<file path="src/rtl/serial_subtractor_if.sv">
// serial_subtractor_if -- request/result bundle for serial_subtractor.
//
// Handshake: a request is accepted at a rising clock edge where start=1 and
// the subtractor is not busy (busy=0); a, b and bin are captured at that same
// edge and may change freely afterwards. start while busy=1 is ignored.
// The result is presented by a single-cycle done pulse; diff and borrow are
// valid in that cycle and hold until the next completion.
//
// Signals:
//   start     request (master -> slave)
//   a, b      minuend / subtrahend, WIDTH bits (master -> slave)
//   bin       borrow-in (master -> slave)
//   busy      operation in progress (slave -> master)
//   done      one-cycle completion pulse (slave -> master)
//   diff      registered difference, WIDTH bits (slave -> master)
//   borrow    registered final borrow-out (slave -> master)
//   fsm_state debug view of the controller state: 0=IDLE 1=RUN 2=DONE
interface serial_subtractor_if #(
    parameter int WIDTH = 8
);
    logic             start;
    logic [WIDTH-1:0] a;
    logic [WIDTH-1:0] b;
    logic             bin;
    logic             busy;
    logic             done;
    logic [WIDTH-1:0] diff;
    logic             borrow;
    logic [1:0]       fsm_state;

    modport master (
        output start, a, b, bin,
        input  busy, done, diff, borrow, fsm_state
    );

    modport slave (
        input  start, a, b, bin,
        output busy, done, diff, borrow, fsm_state
    );
endinterface

</file>
<file path="src/rtl/serial_subtractor.sv">
// serial_subtractor -- digit-serial unsigned subtractor.
//
// Computes {borrow, diff} = a - b - bin in WIDTH+1 bits, DIGIT bits per
// clock, least significant slice first. An accepted request takes exactly
// N = WIDTH/DIGIT RUN cycles followed by one DONE cycle carrying the done
// pulse. WIDTH must be an integer multiple of DIGIT.
//
// Ports:
//   clk   rising-edge clock
//   rst   asynchronous, active-high reset
//   bus   serial_subtractor_if.slave (start/a/b/bin in; busy/done/diff/
//         borrow/fsm_state out)
//
// Configuration macro:
//   SERIAL_SUBTRACTOR_SAT_EN  when defined, a completion with final borrow 1
//                             loads diff with 0 (unsigned clamp); borrow
//                             still reports 1. Undefined: modulo result.
module serial_subtractor #(
    parameter int WIDTH = 8,
    parameter int DIGIT = 1
) (
    input logic                clk,
    input logic                rst,
    serial_subtractor_if.slave bus
);

    localparam int N  = WIDTH / DIGIT;
    localparam int CW = (N > 1) ? $clog2(N) : 1;

    typedef enum logic [1:0] {
        IDLE = 2'd0,
        RUN  = 2'd1,
        DONE = 2'd2
    } state_t;

    state_t           state;
    logic [WIDTH-1:0] a_sh;      // minuend, shifted right one slice per cycle
    logic [WIDTH-1:0] b_sh;      // subtrahend, shifted likewise
    logic [WIDTH-1:0] res_sh;    // partial result, slices enter at the top
    logic             brw_q;     // borrow carried between slices
    logic [CW-1:0]    cnt;       // slice index within the current operation
    logic [WIDTH-1:0] diff_q;
    logic             borrow_q;
    logic             busy_q;
    logic             done_q;

    logic [DIGIT:0]   slice;
    logic [WIDTH-1:0] slice_ext;
    logic [WIDTH-1:0] res_next;
    logic             last;
    logic             accept;

    always_comb begin
        // One DIGIT-bit subtraction; the extra top bit is the borrow-out.
        slice     = {1'b0, a_sh[DIGIT-1:0]} - {1'b0, b_sh[DIGIT-1:0]}
                    - {{DIGIT{1'b0}}, brw_q};
        slice_ext = WIDTH'(slice[DIGIT-1:0]);
        // After N shifts the first slice has reached the bottom of res_sh.
        res_next  = (res_sh >> DIGIT) | (slice_ext << (WIDTH - DIGIT));
        last      = (cnt == CW'(N - 1));
        accept    = bus.start && (state == IDLE || state == DONE);
    end

    always_ff @(posedge clk or posedge rst) begin
        if (rst) begin
            state    <= IDLE;
            a_sh     <= '0;
            b_sh     <= '0;
            res_sh   <= '0;
            brw_q    <= 1'b0;
            cnt      <= '0;
            diff_q   <= '0;
            borrow_q <= 1'b0;
            busy_q   <= 1'b0;
            done_q   <= 1'b0;
        end else begin
            done_q <= 1'b0;
            if (accept) begin
                // IDLE or DONE (back-to-back) acceptance.
                a_sh   <= bus.a;
                b_sh   <= bus.b;
                brw_q  <= bus.bin;
                cnt    <= '0;
                busy_q <= 1'b1;
                state  <= RUN;
            end else begin
                case (state)
                    RUN: begin
                        a_sh   <= a_sh >> DIGIT;
                        b_sh   <= b_sh >> DIGIT;
                        res_sh <= res_next;
                        brw_q  <= slice[DIGIT];
                        cnt    <= cnt + 1'b1;
                        if (last) begin
`ifdef SERIAL_SUBTRACTOR_SAT_EN
                            diff_q <= slice[DIGIT] ? '0 : res_next;
`else
                            diff_q <= res_next;
`endif
                            borrow_q <= slice[DIGIT];
                            busy_q   <= 1'b0;
                            done_q   <= 1'b1;
                            state    <= DONE;
                        end
                    end
                    DONE:    state <= IDLE;
                    default: state <= IDLE;
                endcase
            end
        end
    end

    assign bus.busy      = busy_q;
    assign bus.done      = done_q;
    assign bus.diff      = diff_q;
    assign bus.borrow    = borrow_q;
    assign bus.fsm_state = state;

endmodule

</file>
<file path="src/flat_wrapper.sv">
// flat-port wrapper written by rule: the top's interface ports become plain ports
module serial_subtractor_flat 
#(
    parameter int WIDTH = 8,
    parameter int DIGIT = 1
)
  (clk, rst, bus_start, bus_a, bus_b, bus_bin, bus_busy, bus_done, bus_diff, bus_borrow, bus_fsm_state);
  serial_subtractor_if #(.WIDTH(WIDTH)) bus_i ();
  input logic clk;
  input logic rst;
  input wire logic [$bits(bus_i.start)-1:0] bus_start;
  input wire logic [$bits(bus_i.a)-1:0] bus_a;
  input wire logic [$bits(bus_i.b)-1:0] bus_b;
  input wire logic [$bits(bus_i.bin)-1:0] bus_bin;
  output wire logic [$bits(bus_i.busy)-1:0] bus_busy;
  output wire logic [$bits(bus_i.done)-1:0] bus_done;
  output wire logic [$bits(bus_i.diff)-1:0] bus_diff;
  output wire logic [$bits(bus_i.borrow)-1:0] bus_borrow;
  output wire logic [$bits(bus_i.fsm_state)-1:0] bus_fsm_state;
  assign bus_i.start = bus_start;
  assign bus_i.a = bus_a;
  assign bus_i.b = bus_b;
  assign bus_i.bin = bus_bin;
  assign bus_busy = bus_i.busy;
  assign bus_done = bus_i.done;
  assign bus_diff = bus_i.diff;
  assign bus_borrow = bus_i.borrow;
  assign bus_fsm_state = bus_i.fsm_state;
  serial_subtractor #(.WIDTH(WIDTH), .DIGIT(DIGIT)) u_core (.clk(clk), .rst(rst), .bus(bus_i));
endmodule
</file>
<file path="config.mk">
export PLATFORM = sky130hd
export DESIGN_NAME = serial_subtractor_flat
export DESIGN_NICKNAME = d
export VERILOG_FILES = /design/src/rtl/serial_subtractor_if.sv /design/src/rtl/serial_subtractor.sv /design/src/flat_wrapper.sv
export SDC_FILE = /design/constraint.sdc
export NUM_CORES = 1
export LEC_CHECK = 0
export ABC_CLOCK_PERIOD_IN_PS = 2200
export CAP_MARGIN = 20
export CELL_PAD_IN_SITES_DETAIL_PLACEMENT = 1
export CELL_PAD_IN_SITES_GLOBAL_PLACEMENT = 2
export CORE_ASPECT_RATIO = 0.7
export CORE_MARGIN = 2
export CORE_UTILIZATION = 34
export CTS_CLUSTER_DIAMETER = 80
export DETAILED_ROUTE_END_ITERATION = 7
export GPL_ROUTABILITY_DRIVEN = 0
export GPL_TIMING_DRIVEN = 0
export PLACE_DENSITY = 0.84
export SLEW_MARGIN = 5
export SYNTH_ARGS = -nofsm -noshare
export SYNTH_HDL_FRONTEND = slang
export SYNTH_SLANG_ARGS = --single-unit
</file>
<file path="constraint.sdc">
create_clock -name clk -period 2.2 [get_ports clk]
set_clock_uncertainty 0.15 [all_clocks]
set_input_delay 0.66 -clock clk [delete_from_list [all_inputs] [get_ports clk]]
set_output_delay 0.66 -clock clk [all_outputs]
set_load 0.02 [all_outputs]
</file>
==> flow_summary.ini <==
[outcome]
status = complete, no violations

[route]
ant_nets = 0
vias = 1320
drt_wl_total_microns = 4330
drc_errors = 0
drt-initial-drc-count = 43
viasPerCell = 4.82
wl_per_cell_microns = 15.8
drt-pass1-iter-count = 4

[global_routing]
antenna_found_initial = 0
grt_pass1_wl_microns = 7270
track_usage_pct = 15.7
grt_pass1_vias = 1442
gr-total-overflow = 0
grt_start_max_net_pins = 41

[floorplan]
std_cell_rows = 22
initial_utilization_pct = 35.8
die_x_microns = 93.6
die_height_microns = 66.7
die-area_sq_mm = 0.00624
io_pins = 33
core-area_sq_mm = 0.00534

[worst_hold_path]
min_path_type = flop to flop

[sta]
fin_setup_tns_ps = 0
min_period_over_period_pct = 95.3
rsz0062_at_grt = no
worstMarginPinSlew_ps = 858
finalSetupViolCount = 0
hold_ws_ps = 338
final_hold_viol_count = 0
fmax_mhz = 477
slew_violations = 0
final.min_clock_period_ps = 2100
relSlewSlack_pct = 42.7

[setup_path]
start_kind = flop
endpoint_kind = primary output
criticalPathCategory = flop to primary output
crit_buf_inv = 1
crit_fanout = 3
max_stage_delay_ps = 620
crit_required_ps = 1390
arrival_ps = 1290
critical-path-top-delay-family = buffers and inverters
crit_slowest_cell = clkdlybuf4s50_1
crit_chain = clkdlybuf4s50_1

[cts]
clkTransAtPathRegs_ps = 80
clockBufferDepth = 2
clkSinkCount = 40
clkLatencyLatePin_ps = 300
cts-root-buf = clkbuf_8
htree_levels = 2
tritoncts = done
cts_hold_buffers = 0
postCtsSetupRepairBufs = 0
cts_buffers = 5

[synth]
synth_top_area_cell = dfrtp_1
syn_nets = 185
mappedNetlistArea_sq_mm = 0.00191
synth_top_family_by_area = multiplexers
synth_top_cell_area_share_pct = 52.4
ys_ff_latch = 40
synth_warnings = 0
synth-simple-area-share_pct = 8.32
syn_inst = 162
syn_area_per_cell_sq_um = 11.8
synth.area.mux_share_pct = 18.3
yosys.cell_types.count = 22
ys_top_cells_by_area = dfrtp_1 52%, mux2_2 9.4%, mux2i_1 8.9%, a211oi_1 5.9%, nor2b_1 5.2%
synth_compound_gate_area_share_pct = 13.0
synth_xor_area_share_pct = 0
synth_fa_ha_area_share_pct = 2.36
seq_area_frac_synth_pct = 52.4

[layout]
finish.utilization_pct = 45.6
final_cell_mix = 40 x dfrtp_1, 31 x clkdlybuf4s50_1, 19 x a21oi_1
drive_gt1_share_pct = 17.8
final_common_cell = dfrtp_1
num-nets-final = 224
area_growth_syn_to_layout_pct = 27.5
antennaDiodeCount = 0

[place]
portBuffers = 32
hpwl_microns = 3040

[power_and_ir_drop]
p_per_area_mw_per_mm2 = 1390
ir_drop_uv = 431
leakage_nw = 1.01

[flow_run]
cap_viol_max_count = 0
==> timing repair <==
item	in CTS	in global routing
endpoints found under the hold margin	0	0
gates resized for setup	1	0
setup endpoints to repair	1	0
==> stage by stage <==
stage | setup WS (ps) | power [W] | cells | area [sq um]
2_1_floorplan | 472 | 0.00227 | 162 | 1910
3_3_place_gp | -396 | 0.00270 | 266 | 2320
3_5_place_dp | -65.5 | 0.00281 | 266 | 2320
4_1_cts | 87.7 | 0.00344 | 274 | 2430
5_1_grt | 54.5 | 0.00364 | 274 | 2430
6_report | 104 | 0.00339 | 274 | 2430
==> layer usage <==
metal  GRT usage (%)  part of all wire (%)
met1            19.5                    47
met2            26.4                    48
met3            4.07                   3.1
met4            5.98                   1.6
met5               0                     0
==> flip-flops by register name, indices dropped and copies added, names as in the netlist, 2 cells and up <==
register,cells
u_core.a_sh,8
u_core.b_sh,8
u_core.bus.diff,8
u_core.bus.fsm_state,2
u_core.cnt,3
u_core.res_sh,7
==> final cells by class <==
type / count / area, sq um
sequential: 40 / 1000
clock inverter: 3 / 47.5
inverter: 7 / 26.3
tap: 72 / 90.1
multi-input combinational: 103 / 802
buffer: 12 / 80.1
fill: 588 / 2910
clock buffer: 5 / 68.8
timing repair buffer: 32 / 319
==> cell usage after synthesis <==
cell type  instances
nand2_1            2
buf_1              1
buf_6              2
nor2_1             4
ha_1               2
clkbuf_1           1
o22ai_1            1
nand3_1            2
nor2b_1           16
a22o_1             1
o21ai_0            5
fa_1               1
buf_2              4
inv_1              7
a211oi_1          15
nand2b_1           1
mux2_2            16
buf_4              4
a21oi_1           19
nand3b_4           1
mux2i_1           17
dfrtp_1           40
==> logic make-up (layout without fill, tap and decap cells) <==
logic type / Yosys count / count (layout)
AO/OA/AOI/OAI: 41 / 41
flip-flops: 40 / 40
multiplexers: 33 / 33
AND/OR/NAND/NOR: 26 / 26
buffers and inverters: 19 / 59
adder cells (fa/ha/maj): 3 / 3
==> report_power, final <==
group	total [W]	internal, W	switching [W]
Sequential	0.00134	0.00109	0.000247
Clock	0.000614	0.000342	0.000273
Combinational	0.00144	0.000738	0.000700
==> path summary, 6_finish.rpt <==
path                                     from  slack, ps  depth (start not counted)                 endpoint
min                        u_core.bus.diff[7]        340                          2       u_core.bus.diff[7]
max                           u_core.bus.busy        100                          1                 bus_busy
min in group asynchronous                 rst        710                          2  u_core.bus.fsm_state[1]
min reg2reg                u_core.bus.diff[7]        340                          2       u_core.bus.diff[7]
max reg2reg                     u_core.cnt[0]        390                          5       u_core.bus.diff[2]
max in group asynchronous                 rst        650                          2           u_core.a_sh[1]
Note: power is estimated with default switching activity, not from simulation.
